**src/rtl/multicycle_fsm.sv**
```systemverilog
// multicycle_fsm: control unit for a multicycle RV32 subset core with a unified memory.
// Sequences fetch/decode/execute phases and counts retired instructions.
module multicycle_fsm (
    input  logic        clk,
    input  logic        rst_n,
    input  logic [6:0]  op,
    input  logic [2:0]  funct3,
    input  logic        funct7,
    input  logic [3:0]  flags,
    input  logic        mem_ready,
    output logic        PCWrite,
    output logic        IRWrite,
    output logic        MemWrite,
    output logic        RegWrite,
    output logic        AdrSrc,
    output logic [1:0]  ALUSrcA,
    output logic [1:0]  ALUSrcB,
    output logic [1:0]  ResultSrc,
    output logic [1:0]  ImmSrc,
    output logic [3:0]  ALUControl,
    output logic        illegal,
    output logic [31:0] retired
);
    localparam logic [6:0] OP_L = 7'b0000011, OP_S = 7'b0100011, OP_R = 7'b0110011,
                           OP_I = 7'b0010011, OP_B = 7'b1100011, OP_JAL = 7'b1101111,
                           OP_LUI = 7'b0110111;

    typedef enum logic [3:0] {
        FETCH, DECODE, MEMADR, MEMREAD, MEMWB, MEMWRITE, EXECR, EXECI, ALUWB, BRANCH, JAL, LUI, HALT
    } state_t;

    state_t      state_q, state_d;
    logic [31:0] retired_q, retired_d;
    logic        taken, retire;

    always_comb begin
        state_d    = state_q;
        PCWrite    = 1'b0;
        IRWrite    = 1'b0;
        MemWrite   = 1'b0;
        RegWrite   = 1'b0;
        AdrSrc     = 1'b0;
        ALUSrcA    = 2'b00;
        ALUSrcB    = 2'b00;
        ResultSrc  = 2'b00;
        ALUControl = 4'h0;
        illegal    = 1'b0;
        ImmSrc     = (op == OP_S || op == OP_B) ? 2'b01 : op == OP_LUI ? 2'b10 :
                     op == OP_JAL ? 2'b11 : 2'b00;
        // funct3[0] inverts each base condition (eq/lt/ltu); funct3 2,3 never branch
        taken      = funct3[2] ? (funct3[1] ? flags[1] == funct3[0] : (flags[3] ^ flags[0]) != funct3[0])
                               : (!funct3[1] && flags[2] != funct3[0]);
        retire     = state_q == MEMWB || state_q == ALUWB || state_q == BRANCH ||
                     (state_q == MEMWRITE && mem_ready);
        retired_d  = retired_q + {31'd0, retire};
        case (state_q)
            FETCH: begin
                ALUSrcB   = 2'b10;
                ResultSrc = 2'b10;
                IRWrite   = mem_ready;
                PCWrite   = mem_ready;
                state_d   = mem_ready ? DECODE : FETCH;
            end
            DECODE: begin
                ALUSrcA = 2'b01;
                ALUSrcB = 2'b01;
                state_d = (op == OP_L || op == OP_S) ? MEMADR : op == OP_R ? EXECR :
                          op == OP_I ? EXECI : op == OP_B ? BRANCH : op == OP_JAL ? JAL :
                          op == OP_LUI ? LUI : HALT;
            end
            MEMADR: begin
                ALUSrcA = 2'b10;
                ALUSrcB = 2'b01;
                state_d = op == OP_L ? MEMREAD : MEMWRITE;
            end
            MEMREAD: begin
                AdrSrc  = 1'b1;
                state_d = mem_ready ? MEMWB : MEMREAD;
            end
            MEMWB: begin
                ResultSrc = 2'b01;
                RegWrite  = 1'b1;
                state_d   = FETCH;
            end
            MEMWRITE: begin
                AdrSrc   = 1'b1;
                MemWrite = 1'b1;
                state_d  = mem_ready ? FETCH : MEMWRITE;
            end
            EXECR: begin
                ALUSrcA    = 2'b10;
                ALUControl = {funct7, funct3};
                state_d    = ALUWB;
            end
            EXECI: begin
                ALUSrcA    = 2'b10;
                ALUSrcB    = 2'b01;
                ALUControl = {funct7 && funct3[1:0] == 2'b01, funct3};
                state_d    = ALUWB;
            end
            ALUWB: begin
                RegWrite = 1'b1;
                state_d  = FETCH;
            end
            BRANCH: begin
                ALUSrcA    = 2'b10;
                ALUControl = 4'h8;
                PCWrite    = taken;
                state_d    = FETCH;
            end
            JAL: begin
                ALUSrcA = 2'b01;
                ALUSrcB = 2'b10;
                PCWrite = 1'b1;
                state_d = ALUWB;
            end
            LUI: begin
                ALUSrcA = 2'b11;
                ALUSrcB = 2'b01;
                state_d = ALUWB;
            end
            HALT: illegal = 1'b1;
            default: state_d = FETCH;
        endcase
    end

    always_ff @(posedge clk or negedge rst_n) begin
        if (!rst_n) begin
            state_q   <= FETCH;
            retired_q <= '0;
        end else begin
            state_q   <= state_d;
            retired_q <= retired_d;
        end
    end

    assign retired = retired_q;
endmodule

```
**config.mk**
```make
export PLATFORM = sky130hd
export DESIGN_NAME = multicycle_fsm
export DESIGN_NICKNAME = d
export VERILOG_FILES = /design/src/rtl/multicycle_fsm.sv
export SDC_FILE = /design/constraint.sdc
export NUM_CORES = 1
export LEC_CHECK = 0
export ABC_CLOCK_PERIOD_IN_PS = 5000
export BUFFER_PORTS_ARGS = -buffer_cell sky130_fd_sc_hd__buf_2
export CELL_PAD_IN_SITES_DETAIL_PLACEMENT = 1
export CELL_PAD_IN_SITES_GLOBAL_PLACEMENT = 2
export CORE_MARGIN = 2
export CORE_UTILIZATION = 32
export DETAILED_ROUTE_END_ITERATION = 10
export HOLD_SLACK_MARGIN = 0.06
export PLACE_DENSITY = 0.92
export SYNTH_ARGS = -nofsm -noshare
export SYNTH_HDL_FRONTEND = slang
export SYNTH_SLANG_ARGS = --single-unit
```
**constraint.sdc**
```tcl
create_clock -name clk -period 5 [get_ports clk]
set_input_delay 1.25 -clock clk [delete_from_list [all_inputs] [get_ports clk]]
set_output_delay 1.25 -clock clk [all_outputs]
set_load 0.005 [all_outputs]
```
# Word-level counts from Yosys, hierarchy flattened
# Cells that the tools add are included.
# totals
regBits	36
# op_classes
add_sub_neg	1
eq_ne	23
n_mux	26
bitwise	1
reduce_logical	17
# op_table
operator	n
$add A32 B1 Y32	1
$pmux W4 S7	1
$eq A7 B6 Y1 const B	3
$eq A4 B4 Y1 const B	5
$mux W3	6
$eq A4 B3 Y1 const B	4
$eq A7 B7 Y1 const B	2
$mux W4	3
$pmux W4 S3	1
$reduce_or A4 Y1	3
$eq A4 B2 Y1 const B	2
$mux W1	8
$pmux W2 S2	2
$reduce_or A2 Y1	4
$eq A7 B2 Y1 const B	1
$eq A7 B5 Y1 const B	1
$mux W2	3
$pmux W2 S3	1
$logic_or A1 B1 Y1	5
$eq A4 B1 Y1 const B	1
$logic_not A4 Y1	1
$logic_and A1 B1 Y1	3
$pmux W1 S3	1
$eq A2 B1 Y1 const B	1
4 further kinds	5

# Logic depth before layout (Yosys ltp)
# Gate-level depths: netlist of the first run.
# logic_depth
depth_word	8
mapped_depth	11
mapped_depth_nobuf	9

# Least setup slack after synthesis of the first run
# OpenSTA, ideal clock, no wires.
# synth_timing
kind	input port to output port
from	input port op[4]
to	output port ImmSrc[1]
arrival_time_ps	2090
slack_ps	1660
path_stages	3
path_buffers	1
path_cell_list	clkbuf_1 > or3b_2 > a21oi_1
# synth_between
elab_chain_len	4
word_cells_on_any_way	8
classes_between	4 x eq/ne; 3 x mux; 1 x reduce/logical
# synth_rtl
item	line	source
start: declaration	6	input logic [6:0] op,
$eq A7 B7 Y1	49	op == OP_JAL ? 2'b11 : 2'b00;
$mux W2	49	
$mux W2	48	ImmSrc = (op == OP_S || op == OP_B) ? 2'b01 : op == OP_LUI ? 2'b10 :
$mux W2 *	48	
end: declaration	19	output logic [1:0] ImmSrc,
# Every way passes the cells marked *; elsewhere a longest branch is shown, timed or not.

# Worst setup path after layout of the first run
# Ends and elaborated chain as after synthesis.

==> flow_summary.toml, run 1 <==
[flow_run]
cap_viol_max_count = 0

[grt]
grt_pass1_wl_um = 9160
via_count_of_the_first_global_routing_pass = 1888
gr_overflow_total = 0
grt_start_max_net_pins = 37
grtUsageTotal = 0.151
antenna_violations_before_repair = 0

[logic_synthesis]
yosys-top-cells-area = "sky130_fd_sc_hd__dfrtp_1 41%, sky130_fd_sc_hd__xnor2_1 6.4%, sky130_fd_sc_hd__xor2_1 6.4%"
postSynth.asyncResetShare = 1.00
ys_seq_elements = 36
ys.flop_type = "sky130_fd_sc_hd__dfrtp_1"
ys_warn_count = 0
synth.cell_area_um2 = 2180
netlist.top_cell.by_area = "sky130_fd_sc_hd__dfrtp_1"
synth_nets = 251
ys_types = 48
portion_of_synthesized_cell_area_occupied_by_the_leading_cell_type = 0.413
number_of_standard_cells_after_synthesis = 231
synth_enable_flop_cells = 0
ys_seq_area_frac = 0.413
postSynthAreaPerCell_um2 = 9.45

[drt]
routed_wl_um = 5460
post_drt_via_cell_ratio = 5.10
drtIter0Drc = 65
wl_per_instance_um = 14.6
post_route_drc_violation_count = 0
remaining_number_of_nets_flagged_by_the_antenna_check_after_routing = 0
via_count = 1913
drt_pass1_iterations = 4

[place]
post_place_setup_slack_ns = 1.53
post_dp_cell_area_um2 = 2570
globalplace.congestion = 0.773
hpwl_um = 4160
total_of_buffers_placed_on_input_and_output_ports = 67

[clock_network]
clock_sink_count = 36
clockRootBuffer = "sky130_fd_sc_hd__clkbuf_8"
cts_made_buffers = 5
maximum_level_of_the_cts_h_tree = 2
cts_setup_buffers = 0
ctsLongestPathBuffers = 2
post_cts_hold_buffer_count = 0
cts-resized-gates = 0
clk_transition_reported_paths_ns = 0.07
cts_tree = "yes"
clk-insertion-delay-late_ns = 0.28

[finish]
final_design_area_no_fill_um2 = 2680
fin_nets = 314
n_antenna_cell = 0
syn_to_final_growth_pct = 22.6
post_route_cells_drive_above_1_share = 0.298

[timing]
clock-skew-final_ns = 0.00769
final_max_slew_viol_count = 0
clock.fmax_ghz = 0.289
slew-limit-headroom = 0.454
finalWorstPathRequiredPeriod_ns = 3.46
finalWorstSetupSlack_ns = 1.54
setup_total_negative_slack_ns = 0
finalHoldWorstSlack_ns = 0.477
fin_crit_sh = 0.691
worstMarginPinSlew_ns = 0.818
final-setup-viol-count = 0
final-hold-violation-count = 0
rsz0062_at_grt = "false"

[worst_setup_path]
regToRegEndpoint = "retired[23]"
critPathArrivalTime_ns = 2.21
reg2reg_depth = 8
critical_path_end_type = "output port"
reg2reg_slack_ns = 2.19
timing.critical_path.required_ns = 3.75
timing_worst_setup_path_type = "input pin to output port"
timing.critical_path.from_type = "input pin"
critical_path.endpoint = "ImmSrc[1]"
setup.worst_path.start = "op[4]"
worst_r2r_startpoint = "state_q[3]"
path_max_fanout = 11

[power_and_ir_drop]
vdd_ir_drop_max_mv = 0.112
static-leakage-power_nw = 1.34
total_power_w = 0.000912
total_power_density_per_cell_area_nw_per_um2 = 341

[status]
run_status = "completed"

[die]
fp.dieH_um = 86.6
floorplan.io_pins = 68
die_area_um2 = 7500
floorplan.initialDensity = 0.327
core_um2 = 6680
core_rows = 30
fp.dieW_um = 86.6

[hold_path]
worst_hold_path_type = "flip-flop to flip-flop"
hold_path_depth = 1
-- registers in the layout, indices dropped and copies added, names as in the netlist --
name and flops:
retired 32, state_q 4
-- worst min path at each step --
| stage | startpoint | to |
|---|---|---|
| after global placement | retired[31] | retired[31] |
| after detailed placement | retired[31] | retired[31] |
| final | retired[31] | retired[31] |
| after global routing | retired[31] | retired[31] |
| after CTS | retired[31] | retired[31] |
| after floorplan | retired[31] | retired[31] |
-- critical path, cell delays in order --
cell,delay (ns)
sky130_fd_sc_hd__buf_2,0.16
sky130_fd_sc_hd__or3b_2,0.45
sky130_fd_sc_hd__a21oi_1,0.20
sky130_fd_sc_hd__buf_2,0.15
-- synth_stat cells (7+ instances only) --
master / n
sky130_fd_sc_hd__nand2_1: 17
sky130_fd_sc_hd__xor2_1: 16
sky130_fd_sc_hd__nand4_1: 9
sky130_fd_sc_hd__nor2b_1: 8
sky130_fd_sc_hd__nand3_1: 14
sky130_fd_sc_hd__dfrtp_1: 36
sky130_fd_sc_hd__a21oi_1: 8
sky130_fd_sc_hd__nor2_1: 14
sky130_fd_sc_hd__xnor2_1: 16
sky130_fd_sc_hd__clkbuf_1: 9
sky130_fd_sc_hd__nor3_1: 11
sky130_fd_sc_hd__and3_1: 7
-- power by group --
| group | switching, W | leakage [nW] | internal, W |
|---|---|---|---|
| Sequential | 0.0000835 | 0.475 | 0.000325 |
| Clock | 0.0000993 | 0.0552 | 0.000148 |
| Combinational | 0.000135 | 0.815 | 0.000122 |
| Total | 0.000318 | 1.34 | 0.000595 |
-- per-stage QoR --
step            util  std cells
4_1_cts        0.401        375
3_5_place_dp   0.385        367
6_report       0.401        375
2_1_floorplan      -        231
3_3_place_gp   0.385        367
5_1_grt        0.401        375
-- layout by cell type, fill, tap and decap left out, types with 5 or more instances in the layout --
cell type and instances:
sky130_fd_sc_hd__buf_2 67, sky130_fd_sc_hd__a21oi_1 8, sky130_fd_sc_hd__nand3_1 14, sky130_fd_sc_hd__xnor2_1 16, sky130_fd_sc_hd__nor2_1 14, sky130_fd_sc_hd__nand2_1 17, sky130_fd_sc_hd__nor3_1 11, sky130_fd_sc_hd__nand4_1 9
sky130_fd_sc_hd__xor2_1 16, sky130_fd_sc_hd__and3_1 7, sky130_fd_sc_hd__o21ai_0 5, sky130_fd_sc_hd__nor4_1 6, sky130_fd_sc_hd__dfrtp_1 36, sky130_fd_sc_hd__clkbuf_8 5, sky130_fd_sc_hd__nor2b_1 8
-- final cells by class --
cell class	instances	area, um^2
Tap cell	80	100
Multi-Input combinational cell	179	1210
Inverter	5	18.8
Clock inverter	2	35.0
Sequential cell	36	901
Timing Repair Buffer	67	335
Fill cell	812	4000
Clock buffer	6	72.6
-- kinds of logic after synthesis --
logic type | synth area share
AOI/OAI and AO/OA | 0.0854
xor gates and xnor gates | 0.128
adders and majority gates | 0.0115
buffers and inverters | 0.0309
DFF | 0.413
muxes | 0.00458
and+or+nand+nor | 0.327
-- per-layer routing --
layer  global-route usage  part of all wire
met1                0.208              0.47
met2                0.243              0.49
met3               0.0257             0.037
met4               0.0426            0.0073
met5                    0                 0
No activity file was read; power rests on OpenSTA's default activity.
==> run 2, diff against run 1 <==
==> config.mk (replaced) <==
export PLATFORM = sky130hd
export DESIGN_NAME = multicycle_fsm
export DESIGN_NICKNAME = d
export VERILOG_FILES = /design/src/rtl/multicycle_fsm.sv
export SDC_FILE = /design/constraint.sdc
export NUM_CORES = 1
export LEC_CHECK = 0
export ABC_CLOCK_PERIOD_IN_PS = 3200
export BUFFER_PORTS_ARGS = -buffer_cell sky130_fd_sc_hd__buf_2
export CELL_PAD_IN_SITES_DETAIL_PLACEMENT = 1
export CELL_PAD_IN_SITES_GLOBAL_PLACEMENT = 2
export CORE_MARGIN = 2
export CORE_UTILIZATION = 30
export DETAILED_ROUTE_END_ITERATION = 10
export HOLD_SLACK_MARGIN = 0.06
export PLACE_DENSITY = 0.87
export SYNTH_ARGS = -nofsm -noshare
export SYNTH_HDL_FRONTEND = slang
export SYNTH_SLANG_ARGS = --single-unit
==> constraint.sdc (replaced) <==
create_clock -name clk -period 3.2 [get_ports clk]
set_input_delay 0.8 -clock clk [delete_from_list [all_inputs] [get_ports clk]]
set_output_delay 0.8 -clock clk [all_outputs]
set_load 0.005 [all_outputs]
==> run 2 against run 1 <==
- global-route usage about the same
- via count is 4.1% higher
- core utilization shrank 2.2 points
- sequential share of layout area down 0.34 points
- non-clock buffer count rose by 2
- cell area up 1.0%
- sequential power is 50% higher
- critical endpoint is now retired[28]
==> flow_summary.toml, run 2 (synthesis gave the netlist of run 1 again) <==
[place]
hpwl_um = 4270
globalplace.congestion = 0.764
total_of_buffers_placed_on_input_and_output_ports = 67
post_place_setup_slack_ns = 0.333

[timing]
final_max_slew_viol_count = 0
final-hold-violation-count = 0
clock-skew-final_ns = 0.00312
clock.fmax_ghz = 0.363
worstMarginPinSlew_ns = 0.796
fin_crit_sh = 0.860
finalWorstPathRequiredPeriod_ns = 2.75
slew-limit-headroom = 0.469
finalWorstSetupSlack_ns = 0.446
setup_total_negative_slack_ns = 0
rsz0062_at_grt = "false"
final-setup-viol-count = 0

[worst_setup_path]
reg2reg_depth = 9
worst_path_max_delay_cell = "sky130_fd_sc_hd__dfrtp_1"
reg2reg_slack_ns = 0.45
timing.critical_path.from_type = "flip-flop"
setup.worst_path.start = "state_q[2]"
regToRegEndpoint = "retired[28]"
timing_worst_setup_path_type = "flip-flop to flip-flop"
critical_path.endpoint = "retired[28]"
worst_r2r_startpoint = "state_q[2]"
timing.critical_path.required_ns = 3.41
max_stage_delay_on_crit_path_ns = 0.58
critPathArrivalTime_ns = 2.96
path_max_fanout = 18
crit_path_cell_trace = "nor2b_1 > a21oi_1 > nor2_1 > ha_1 > ha_1 > nand2_1 > or4_4 > nor4_2 > xor2_1"
critical_path_end_type = "flip-flop"
critical-path-top-cell-by-count = "sky130_fd_sc_hd__ha_1"

[finish]
syn_to_final_growth_pct = 23.9
post_route_cells_drive_above_1_share = 0.304
largest_register_ffs = 32
final_cell_mix = "67 x sky130_fd_sc_hd__buf_2, 36 x sky130_fd_sc_hd__dfrtp_1, 17 x sky130_fd_sc_hd__nand2_1"
most_common_library_cell_in_the_layout_ignoring_fill_and_taps = "sky130_fd_sc_hd__buf_2"
fin_nets = 316
n_antenna_cell = 0

[grt]
grtUsageTotal = 0.150
antenna_violations_before_repair = 0
grt_pass1_wl_um = 9460
grt_start_max_net_pins = 37
gr_overflow_total = 0
via_count_of_the_first_global_routing_pass = 1932

[die]
fp.dieW_um = 89.3
core_rows = 31
fp.dieH_um = 89.3
floorplan.initialDensity = 0.306
core_um2 = 7140
die_area_um2 = 7980
floorplan.io_pins = 68

[clock_network]
cts_made_buffers = 5
cts_setup_buffers = 0
clk-insertion-delay-late_ns = 0.28
clock_sink_count = 36
ctsLongestPathBuffers = 2
clockRootBuffer = "sky130_fd_sc_hd__clkbuf_8"
clk_transition_reported_paths_ns = 0.07
cts-resized-gates = 0
cts_tree = "yes"
maximum_level_of_the_cts_h_tree = 2
post_cts_hold_buffer_count = 0

[power_and_ir_drop]
static-leakage-power_nw = 1.35
total_power_density_per_cell_area_nw_per_um2 = 514
vdd_ir_drop_max_mv = 0.192

[drt]
post_route_drc_violation_count = 0
via_count = 1991
routed_wl_um = 5700
drt_pass1_iterations = 4
wl_per_instance_um = 14.4
remaining_number_of_nets_flagged_by_the_antenna_check_after_routing = 0
drtIter0Drc = 75
post_drt_via_cell_ratio = 5.04

[hold_path]
worst_hold_path_type = "flip-flop to flip-flop"

[status]
run_status = "completed"

[flow_run]
cap_viol_max_count = 0
run 2: power breakdown:
part,leakage (nW),total [W],internal [W],switching [W]
sequential,0.475,0.000612,0.000508,0.000104
combinational,0.826,0.000435,0.000197,0.000238
clock,0.0503,0.000343,0.000192,0.000151
total,1.35,0.00139,0.000897,0.000493
run 2: how the worst min path moves through the flow:
| stage | depth (start not counted) | to | from | slack [ns] |
|---|---|---|---|---|
| finish | 1 | retired[31] | retired[31] | 0.47 |
| global route | 1 | retired[31] | retired[31] | 0.51 |
| CTS | 1 | retired[31] | retired[31] | 0.47 |
| detailed placement | 1 | retired[31] | retired[31] | 0.46 |
| global placement | 1 | retired[31] | retired[31] | 0.46 |
| floorplan | 1 | retired[31] | retired[31] | 0.46 |
run 2: critical path, delay by kind of cell (launching register included):
| kind | cells | cell delay, ns |
|---|---|---|
| and+or+nand+nor | 5 | 1.42 |
| DFF | 1 | 0.58 |
| adders and majority gates | 2 | 0.43 |
| xor gates and xnor gates | 1 | 0.17 |
| AOI/OAI and AO/OA | 1 | 0.07 |
run 2: area by class of cell:
class / count / area (um^2)
Fill cell: 906 / 4430
Multi-Input combinational cell: 179 / 1210
Clock buffer: 7 / 96.3
Sequential cell: 36 / 901
Tap cell: 99 / 124
Timing Repair Buffer: 69 / 350
Inverter: 5 / 18.8
run 2: per-layer routing:
layer  global-route usage  part of all wire
met1                0.199              0.45
met2                0.246              0.50
met3               0.0249             0.029
met4               0.0597             0.020
met5                    0                 0
run 2: per-stage QoR:
| stage | cell area (um^2) | util | hold slack (ns) | cells | total power, W |
|---|---|---|---|---|---|
| 4_1_cts | 2710 | 0.379 | 0.471 | 395 | 0.00141 |
| 3_5_place_dp | 2610 | 0.366 | 0.462 | 388 | 0.00106 |
| 3_3_place_gp | 2610 | 0.366 | 0.455 | 388 | 0.00105 |
| 5_1_grt | 2710 | 0.379 | 0.505 | 395 | 0.00150 |
| 6_report | 2710 | 0.379 | 0.468 | 395 | 0.00139 |
| 2_1_floorplan | 2180 | - | 0.465 | 231 | 0.000859 |
==> run 3, diff against run 2 <==
==> config.mk (replaced) <==
export PLATFORM = sky130hd
export DESIGN_NAME = multicycle_fsm
export DESIGN_NICKNAME = d
export VERILOG_FILES = /design/src/rtl/multicycle_fsm.sv
export SDC_FILE = /design/constraint.sdc
export NUM_CORES = 1
export LEC_CHECK = 0
export ABC_CLOCK_PERIOD_IN_PS = 2500
export BUFFER_PORTS_ARGS = -buffer_cell sky130_fd_sc_hd__buf_2
export CELL_PAD_IN_SITES_DETAIL_PLACEMENT = 1
export CELL_PAD_IN_SITES_GLOBAL_PLACEMENT = 2
export CORE_MARGIN = 2
export CORE_UTILIZATION = 27
export DETAILED_ROUTE_END_ITERATION = 10
export HOLD_SLACK_MARGIN = 0.06
export PLACE_DENSITY = 0.83
export SYNTH_ARGS = -nofsm -noshare
export SYNTH_HDL_FRONTEND = slang
export SYNTH_SLANG_ARGS = --single-unit
==> constraint.sdc (replaced) <==
create_clock -name clk -period 2.5 [get_ports clk]
set_input_delay 0.625 -clock clk [delete_from_list [all_inputs] [get_ports clk]]
set_output_delay 0.625 -clock clk [all_outputs]
set_load 0.005 [all_outputs]
==> run 3 against run 2 <==
- global-route usage is 1.4 points lower
- die area is 11% higher
- non-clock buffer count is 10 higher
- sequential share of layout area is 0.87 points lower
- flip-flop and latch count stayed put
- clock power is 22% higher
- via count is 2.3% higher
- clock skew is 0.0042 ns higher
- largest cell class unchanged
==> flow_summary.toml, run 3 (synthesis gave the netlist of run 1 again) <==
[status]
run_status = "completed"

[grt]
grt_pass1_wl_um = 9780
grt_busiest_layer = "met2"
grt_start_max_net_pins = 37
use_met1 = 0.178
gr_overflow_total = 0
grtUsageTotal = 0.137
antenna_violations_before_repair = 0
grtUsageMet3 = 0.0297
grt_use_met2 = 0.229
via_count_of_the_first_global_routing_pass = 2054

[drt]
wl_per_instance_um = 14.2
post_drt_via_cell_ratio = 4.98
drtIter0Drc = 55
remaining_number_of_nets_flagged_by_the_antenna_check_after_routing = 0
post_route_drc_violation_count = 0
routed_wl_um = 5790
drt_pass1_iterations = 4
via_count = 2037

[clock_network]
cts-resized-gates = 0
cts_setup_buffers = 0
clockRootBuffer = "sky130_fd_sc_hd__clkbuf_8"
clk-insertion-delay-late_ns = 0.29
ctsLongestPathBuffers = 2
maximum_level_of_the_cts_h_tree = 2
clock_sink_count = 36
cts_made_buffers = 5
cts_tree = "yes"
clk_transition_reported_paths_ns = 0.07
post_cts_hold_buffer_count = 0

[die]
fp.dieW_um = 93.9
floorplan.io_pins = 68
fp.dieH_um = 93.9
die_area_um2 = 8820
core_rows = 32
core_um2 = 7770
floorplan.initialDensity = 0.281

[timing]
clock.fmax_ghz = 0.434
clock-skew-final_ns = 0.00736
final_max_slew_viol_count = 0
rsz0062_at_grt = "false"
final-hold-violation-count = 0
final-setup-viol-count = 0
finalWorstPathRequiredPeriod_ns = 2.31
slew-limit-headroom = 0.462
worstMarginPinSlew_ns = 0.807
fin_crit_sh = 0.923

[power_and_ir_drop]
vdd_ir_drop_max_mv = 0.223
total_power_density_per_cell_area_nw_per_um2 = 651
static-leakage-power_nw = 1.40
total_power_w = 0.00181

[finish]
final_design_area_no_fill_um2 = 2780
syn_to_final_growth_pct = 27.2
fin_nets = 326
most_common_library_cell_in_the_layout_ignoring_fill_and_taps = "sky130_fd_sc_hd__buf_2"
n_antenna_cell = 0
final_cell_mix = "67 x sky130_fd_sc_hd__buf_2, 36 x sky130_fd_sc_hd__dfrtp_1, 17 x sky130_fd_sc_hd__nand2_1"
post_route_cells_drive_above_1_share = 0.322
largest_register_ffs = 32
final_cell_count_no_fill = 409

[worst_setup_path]
critPathArrivalTime_ns = 1.68
critical_path_end_type = "output port"
timing_worst_setup_path_type = "flip-flop to output port"
timing.critical_path.required_ns = 1.88
timing.critical_path.from_type = "flip-flop"
path_max_fanout = 18

[place]
hpwl_um = 4420
globalplace.congestion = 0.771
place_inst = 401
total_of_buffers_placed_on_input_and_output_ports = 67
post_dp_cell_area_um2 = 2690

[hold_path]
worst_hold_path_type = "input pin to asynchronous set/reset pin"

[flow_run]
cap_viol_max_count = 0
## run 3: cell types whose count changed in the layout (fill, tap and decap cells not counted)
cell,before,now
sky130_fd_sc_hd__buf_4,2,12
sky130_fd_sc_hd__clkbuf_1,0,2
sky130_fd_sc_hd__clkbuf_8,7,6
## run 3: metal layers
metal	share of wire	wire length, um
met1	0.44	2560
met2	0.51	2940
met3	0.040	233
met4	0.0093	54
met5	0	0
## run 3: worst paths after layout
check                      cells after the start  slack, ns          end         from
setup / recovery                               6       0.19      PCWrite   state_q[0]
hold / removal                                 1       0.42  retired[17]        rst_n
setup reg to reg                               9       0.21  retired[26]   state_q[2]
hold reg to reg                                1       0.48  retired[31]  retired[31]
max in group asynchronous                      1       1.56   retired[7]        rst_n
min in group clk                               1       0.48  retired[31]  retired[31]
## run 3: area by class of cell
class | instances | area [um^2]
fill | 936 | 4990
multi-input combinational | 179 | 1210
sequential | 36 | 901
timing repair buffer | 79 | 425
tap | 102 | 128
clock buffer | 8 | 90.1
inverter | 5 | 18.8
## run 3: through the flow
step / setup TNS [ns] / utilization / hold slack, ns / setup slack [ns]
2_1_floorplan: 0 / - / 0.329 / 0.0996
3_3_place_gp: 0 / 0.346 / 0.452 / 0.0636
3_5_place_dp: -0.0719 / 0.346 / 0.462 / -0.0290
4_1_cts: 0 / 0.358 / 0.447 / 0.178
5_1_grt: 0 / 0.358 / 0.492 / 0.0124
6_report: 0 / 0.358 / 0.424 / 0.194
## run 3: report_power, final
part,switching (W),internal (W)
clock network,0.000195,0.000225
logic,0.000349,0.000289
registers,0.0000991,0.000651
## run 3: critical path, cell delays in order (launching register included)
cell and delay [ns]:
sky130_fd_sc_hd__dfrtp_1 0.38, sky130_fd_sc_hd__buf_4 0.20, sky130_fd_sc_hd__nor4_1 0.34, sky130_fd_sc_hd__and2_1 0.20
sky130_fd_sc_hd__a31oi_1 0.05, sky130_fd_sc_hd__o21ai_0 0.09, sky130_fd_sc_hd__buf_2 0.13
